[src/rtl/load_store_unit.sv]
// Load/store unit between the EX/MEM stage and a word-wide data_memory: sub-word loads
// are extracted and extended, sub-word stores use read-modify-write. Option: MISALIGN_TRAP_EN.
module load_store_unit #(
  parameter int MEM_LAT = 1,
  parameter int ADDR_W  = 32
) (
  input  logic              clk,
  input  logic              rst,
  input  logic              req_valid,
  output logic              req_ready,
  input  logic              req_write,
  input  logic [1:0]        req_size,
  input  logic              req_signed,
  input  logic [ADDR_W-1:0] req_addr,
  input  logic [31:0]       req_wdata,
  output logic              resp_valid,
  output logic [31:0]       resp_rdata,
  output logic              resp_err,
  output logic [ADDR_W-1:0] mem_addr,
  output logic              MemRead,
  output logic              MemWrite,
  output logic [31:0]       mem_writedata,
  input  logic [31:0]       mem_readdata
);

  typedef enum logic [1:0] {
    S_IDLE,
    S_RD,
    S_WR,
    S_RESP
  } state_t;

  localparam int               CNT_W    = (MEM_LAT > 1) ? $clog2(MEM_LAT) : 1;
  localparam logic [CNT_W-1:0] CNT_LAST = CNT_W'(MEM_LAT - 1);

  state_t           state;
  logic [CNT_W-1:0] cnt;
  logic             r_write;
  logic             r_signed;
  logic [1:0]       r_size;
  logic [1:0]       r_off;
  logic [15:0]      r_wdata;
  logic             trap_hit;

`ifdef MISALIGN_TRAP_EN
  // Half needs addr[0]==0; word (size 1x) needs addr[1:0]==0.
  assign trap_hit = ((req_size == 2'b01) && req_addr[0]) ||
                    (req_size[1] && (req_addr[1:0] != 2'b00));
`else
  assign trap_hit = 1'b0;
`endif

  // Size 00 = byte, 01 = half, 1x = word; a half always takes lane addr[1].
  function automatic logic [31:0] extract(input logic [31:0] word, input logic [1:0] size,
                                          input logic sgn, input logic [1:0] off);
    logic [7:0]  b;
    logic [15:0] h;
    logic [31:0] res;
    b = word[{off, 3'b000} +: 8];
    h = off[1] ? word[31:16] : word[15:0];
    case (size)
      2'b00:   res = {{24{sgn & b[7]}}, b};
      2'b01:   res = {{16{sgn & h[15]}}, h};
      default: res = word;
    endcase
    return res;
  endfunction

  function automatic logic [31:0] merge(input logic [31:0] word, input logic [1:0] size,
                                        input logic [1:0] off, input logic [15:0] wdata);
    logic [31:0] res;
    res = word;
    if (size == 2'b00) res[{off, 3'b000} +: 8] = wdata[7:0];
    else               res[{off[1], 4'b0000} +: 16] = wdata;
    return res;
  endfunction

  // NOTE: every register here is state, so it is assigned with <= only; blocking
  // assignments in a clocked block create order-dependent simulation races.
  always_ff @(posedge clk) begin
    if (rst) begin
      state         <= S_IDLE;
      cnt           <= '0;
      r_write       <= 1'b0;
      r_signed      <= 1'b0;
      r_size        <= 2'b00;
      r_off         <= 2'b00;
      r_wdata       <= '0;
      req_ready     <= 1'b1;
      resp_valid    <= 1'b0;
      resp_rdata    <= '0;
      resp_err      <= 1'b0;
      mem_addr      <= '0;
      MemRead       <= 1'b0;
      MemWrite      <= 1'b0;
      mem_writedata <= '0;
    end else begin
      case (state)
        S_IDLE: begin
          if (req_valid) begin
            r_write   <= req_write;
            r_signed  <= req_signed;
            r_size    <= req_size;
            r_off     <= req_addr[1:0];
            r_wdata   <= req_wdata[15:0];
            mem_addr  <= {req_addr[ADDR_W-1:2], 2'b00};
            req_ready <= 1'b0;
            cnt       <= CNT_LAST;
            if (trap_hit) begin
              state      <= S_RESP;
              resp_valid <= 1'b1;
              resp_err   <= 1'b1;
              resp_rdata <= '0;
            end else if (req_write && req_size[1]) begin
              state         <= S_WR;
              MemWrite      <= 1'b1;
              mem_writedata <= req_wdata;
            end else begin
              // Loads and sub-word stores both start with a read.
              state   <= S_RD;
              MemRead <= 1'b1;
            end
          end
        end

        S_RD: begin
          if (cnt == '0) begin
            MemRead <= 1'b0;
            if (r_write) begin
              state         <= S_WR;
              MemWrite      <= 1'b1;
              mem_writedata <= merge(mem_readdata, r_size, r_off, r_wdata);
              cnt           <= CNT_LAST;
            end else begin
              state      <= S_RESP;
              resp_valid <= 1'b1;
              resp_err   <= 1'b0;
              resp_rdata <= extract(mem_readdata, r_size, r_signed, r_off);
            end
          end else begin
            cnt <= cnt - 1'b1;
          end
        end

        S_WR: begin
          if (cnt == '0) begin
            MemWrite   <= 1'b0;
            state      <= S_RESP;
            resp_valid <= 1'b1;
            resp_err   <= 1'b0;
            resp_rdata <= '0;
          end else begin
            cnt <= cnt - 1'b1;
          end
        end

        S_RESP: begin
          resp_valid <= 1'b0;
          req_ready  <= 1'b1;
          state      <= S_IDLE;
        end

        default: state <= S_IDLE;
      endcase
    end
  end

endmodule
[config.mk]
export PLATFORM = sky130hd
export DESIGN_NAME = load_store_unit
export DESIGN_NICKNAME = d
export VERILOG_FILES = /design/src/rtl/load_store_unit.sv
export SDC_FILE = /design/constraint.sdc
export NUM_CORES = 1
export LEC_CHECK = 0
export ABC_AREA = 1
export BUFFER_PORTS_ARGS = -buffer_cell sky130_fd_sc_hd__buf_2
export CORE_MARGIN = 3
export CORE_UTILIZATION = 47
export CTS_CLUSTER_DIAMETER = 100
export DETAILED_ROUTE_END_ITERATION = 8
export GPL_TIMING_DRIVEN = 0
export HOLD_SLACK_MARGIN = 0.03
export PLACE_DENSITY = 0.77
export SLEW_MARGIN = 20
export SYNTH_ARGS = -nofsm -noshare
export SYNTH_HDL_FRONTEND = slang
export SYNTH_SLANG_ARGS = --single-unit
[constraint.sdc]
create_clock -name clk -period 1.77 [get_ports clk]
set_input_delay 0.2655 -clock clk [delete_from_list [all_inputs] [get_ports clk]]
set_output_delay 0.2655 -clock clk [all_outputs]
set_load 0.1 [all_outputs]
==> run_results.csv <==
group,metric,value,unit
outcome,status,"finished clean",
clock_tree,cts_sinks,122,
grt,antenna_found_initial,3,
power_and_ir_drop,power.internal,7490,uW
logic_synthesis,synth-seq-area-share,0.374,
logic_synthesis,ys_warn_count,0,
logic_synthesis,synth-edff-count,0,
grt,grt_pass1_wl,34700,um
floorplan,core_region_area,13400,um^2
sta,slew_viol_final,0,
clock_tree,cts-root-buf,"clkbuf_16",
setup_path,worst-endpoint-arrival,2.07,ns
setup_path,r2r-start,"r_off[1]",
layout,final_core_util,0.650,
layout,nFillCells,1272,
layout,drive_gt1_frac,0.298,
setup_path,r2r_end,"mem_writedata[2]",
logic_synthesis,ys_ff_latch,122,
sta,hold_viol_final,0,
logic_synthesis,synth_area_per_cell,6.75,um^2
route,firstDrtPassIters,5,
sta,period_share,0.974,
clock_tree,ctsHoldBuffers,0,
place,placement.cell_area,7760,um^2
logic_synthesis,synthArstFlopShare,0,
power_and_ir_drop,power_density,1890,nW/um^2
sta,worst_pin_slew,0.710,ns
power_and_ir_drop,seq_power_share,0.232,
clock_tree,cts_buffer_depth,2,
clock_tree,clk_latency,0.42,ns
place,place_congestion,0.997,
floorplan,ios,204,
grt,grt-ovfl-total,0,
grt,grt_util_all_layers,0.295,
route,num_vias,7514,
logic_synthesis,synthCells,967,
hold_path,min-delay-start,"req_addr[19]",
setup_path,r2r.worst_path.cells,8,
layout,finalNetCount,1312,
clock_tree,cts_tree,"done",
route,wire_per_inst,16.6,um
place,place.detailed.hpwl,17000,um
sta,rsz0062_at_grt,"true",
grt,grt_start_max_net_pins,17,
hold_path,min_path_cells,3,
power_and_ir_drop,p_leak,0.00403,uW
floorplan,dieHeight,124,um
hold_path,hp-class,"input port to flop",
power_and_ir_drop,p_comb_frac,0.568,
route,viasPerCell,5.40,
place,io_buffer_count,199,
sta,fmax,580,MHz
sta,setup_viol,0,
layout,syn2layout_area_growth,33.3,%
floorplan,start_util,0.487,
setup_path,criticalPathCategory,"flop to flop",
hold_path,min_to,"mem_addr[19]",
setup_path,r2r_slack,0.05,ns
clock_tree,clkTransAtPathRegs,0.06,ns
setup_path,required,2.12,ns
clock_tree,cts_made_buffers,17,
flow_run,max_cap_viol_count,0,
logic_synthesis,yosysUniqueCellTypes,36,
setup_path,endpoint_kind,"flop",
floorplan,rows,42,
route,drc,0,
clock_tree,cts_max_level,4,
route,drtIter0Drc,741,
setup_path,critPathMaxFanout,16,
sta,finClkSkew,0.00814,ns
grt,grt_pass1_vias,6616,
sta,slew_headroom,0.527,
floorplan,die_area,15300,um^2
sta,fin_crit,1.72,ns
power_and_ir_drop,p_sw_frac,0.545,
power_and_ir_drop,ir_drop,0.00149,V
power_and_ir_drop,p_total,16500,uW
power_and_ir_drop,p_sw,8980,uW
setup_path,start_kind,"flop",
power_and_ir_drop,clockPowerShare,0.200,
floorplan,die-width,124,um
logic_synthesis,ys.flop_type,"dfxtp_1",
route,wl,23100,um
route,ant_nets,0,
logic_synthesis,synthesis.area,6530,um^2
layout,fin_area,8710,um^2
-- synth_stat cells (all sizes together), types with 2 or more instances --
master,n,area (um^2)
nand2,220,878
o21ai,91,455
clkbuf,32,120
nor2,103,410
inv,85,327
a21oi,150,800
nand4,9,62.6
ha,9,113
o211ai,50,375
or2,2,12.5
nand3,52,273
dfxtp,122,2440
buf,35,201
-- cells in the final DEF, fill, tap and decap left out, types with 3 or more instances in the layout --
| master | Yosys | routed |
|---|---|---|
| buf_2 | 25 | 213 |
| nand2_1 | 205 | 201 |
| a21oi_1 | 139 | 130 |
| dfxtp_1 | 122 | 118 |
| nor2_1 | 99 | 97 |
| o21ai_0 | 89 | 88 |
| inv_1 | 77 | 72 |
| o211ai_1 | 50 | 50 |
| nand3_1 | 51 | 46 |
| clkbuf_1 | 32 | 20 |
| a21oi_2 | 10 | 19 |
| clkbuf_16 | 0 | 17 |
| buf_4 | 4 | 16 |
| nand2_2 | 12 | 12 |
| clkbuf_2 | 0 | 11 |
| buf_6 | 1 | 10 |
| nand4_1 | 8 | 8 |
| nand2_4 | 3 | 7 |
| inv_2 | 6 | 6 |
| clkinv_4 | 0 | 6 |
| ha_1 | 9 | 6 |
| nand3_2 | 0 | 5 |
| clkinvlp_4 | 0 | 4 |
| buf_1 | 4 | 4 |
| inv_6 | 1 | 4 |
| inv_4 | 1 | 3 |
| clkbuf_4 | 0 | 3 |
| o21ai_1 | 2 | 3 |
| nor2_2 | 3 | 3 |
| conb_1 | 1 | 3 |
| clkinv_2 | 0 | 3 |
-- metrics by stage --
stage	setup slack, ns	TNS [ns]	hold slack (ns)	instances
final	0.0468	0	0.0865	1391
after floorplan	0.000423	0	0.410	969
after detailed placement	-0.505	-16.12	0.453	1344
after CTS	0.000953	0	0.0815	1385
after global placement	-0.495	-15.23	0.449	1344
after global routing	-0.0349	-0.136	0.0971	1389
-- worst max-delay path by stage --
| stage | to | cells after the start | startpoint |
|---|---|---|---|
| after floorplan | mem_writedata[28] | 8 | r_off[1] |
| after global placement | mem_writedata[25] | 8 | r_off[1] |
| after detailed placement | mem_writedata[9] | 9 | r_off[1] |
| after CTS | mem_writedata[19] | 10 | r_off[0] |
| after global routing | mem_writedata[23] | 9 | r_off[0] |
| final | mem_writedata[2] | 8 | r_off[1] |
-- repair_timing --
item | in CTS | in global routing
cloned | 2 | 2
gates resized for setup | 51 | 43
endpoints found under the setup margin | 79 | 89
buffers inserted | 8 | 3
pin swaps | 10 | 11
-- sequential cells by signal (all words and copies together), names as in the netlist, 2 cells and up --
register / flops
r_wdata: 16
r_size: 2
state: 2
r_off: 2
mem_writedata: 32
resp_rdata: 32
mem_addr: 30
-- per-layer routing --
| metal | global-route usage | routed length, um |
|---|---|---|
| met4 | 0.108 | 688 |
| met1 | 0.383 | 9330 |
| met2 | 0.466 | 10600 |
| met5 | 0 | 31 |
| met3 | 0.0863 | 2460 |
-- area by class of cell --
cell class	instances	area, um^2	share of cell area
Clock inverter	13	121	0.0139
Timing Repair Buffer	213	1120	0.129
Clock buffer	19	443	0.0509
Multi-Input combinational cell	695	3610	0.415
Inverter	86	353	0.0405
Antenna cell	2	5.00	0.000575
Tap cell	176	220	0.0253
Sequential cell	122	2450	0.282
Buffer	65	382	0.0438
-- cell families (layout without fill, tap and decap cells) --
group           count (synthesis)  count (layout)  share of synthesized area
compound gates                296             297                      0.258
fa+ha+maj                       9               9                     0.0172
buf+inv                       153             396                     0.0998
flops                         122             122                      0.374
other cells                     1               5                   0.000574
simple gates                  386             386                      0.251
-- critical path, stage by stage (launching register included) --
cell	delay (ns)
dfxtp_4	0.37
inv_4	0.17
ha_4	0.25
inv_6	0.07
buf_4	0.11
nand4_4	0.14
o21ai_0	0.21
nand3_1	0.14
a21oi_1	0.18
-- power by group through the flow --
stage	Sequential (uW)	Clock [uW]	Combinational, uW
final	3820	3290	9360
after global routing	3890	3470	9940
after CTS	3800	3330	9030
after detailed placement	3850	0	8610
after global placement	3840	0	8560
after floorplan	7730	0	3110
(Power assumes the default switching activity.)
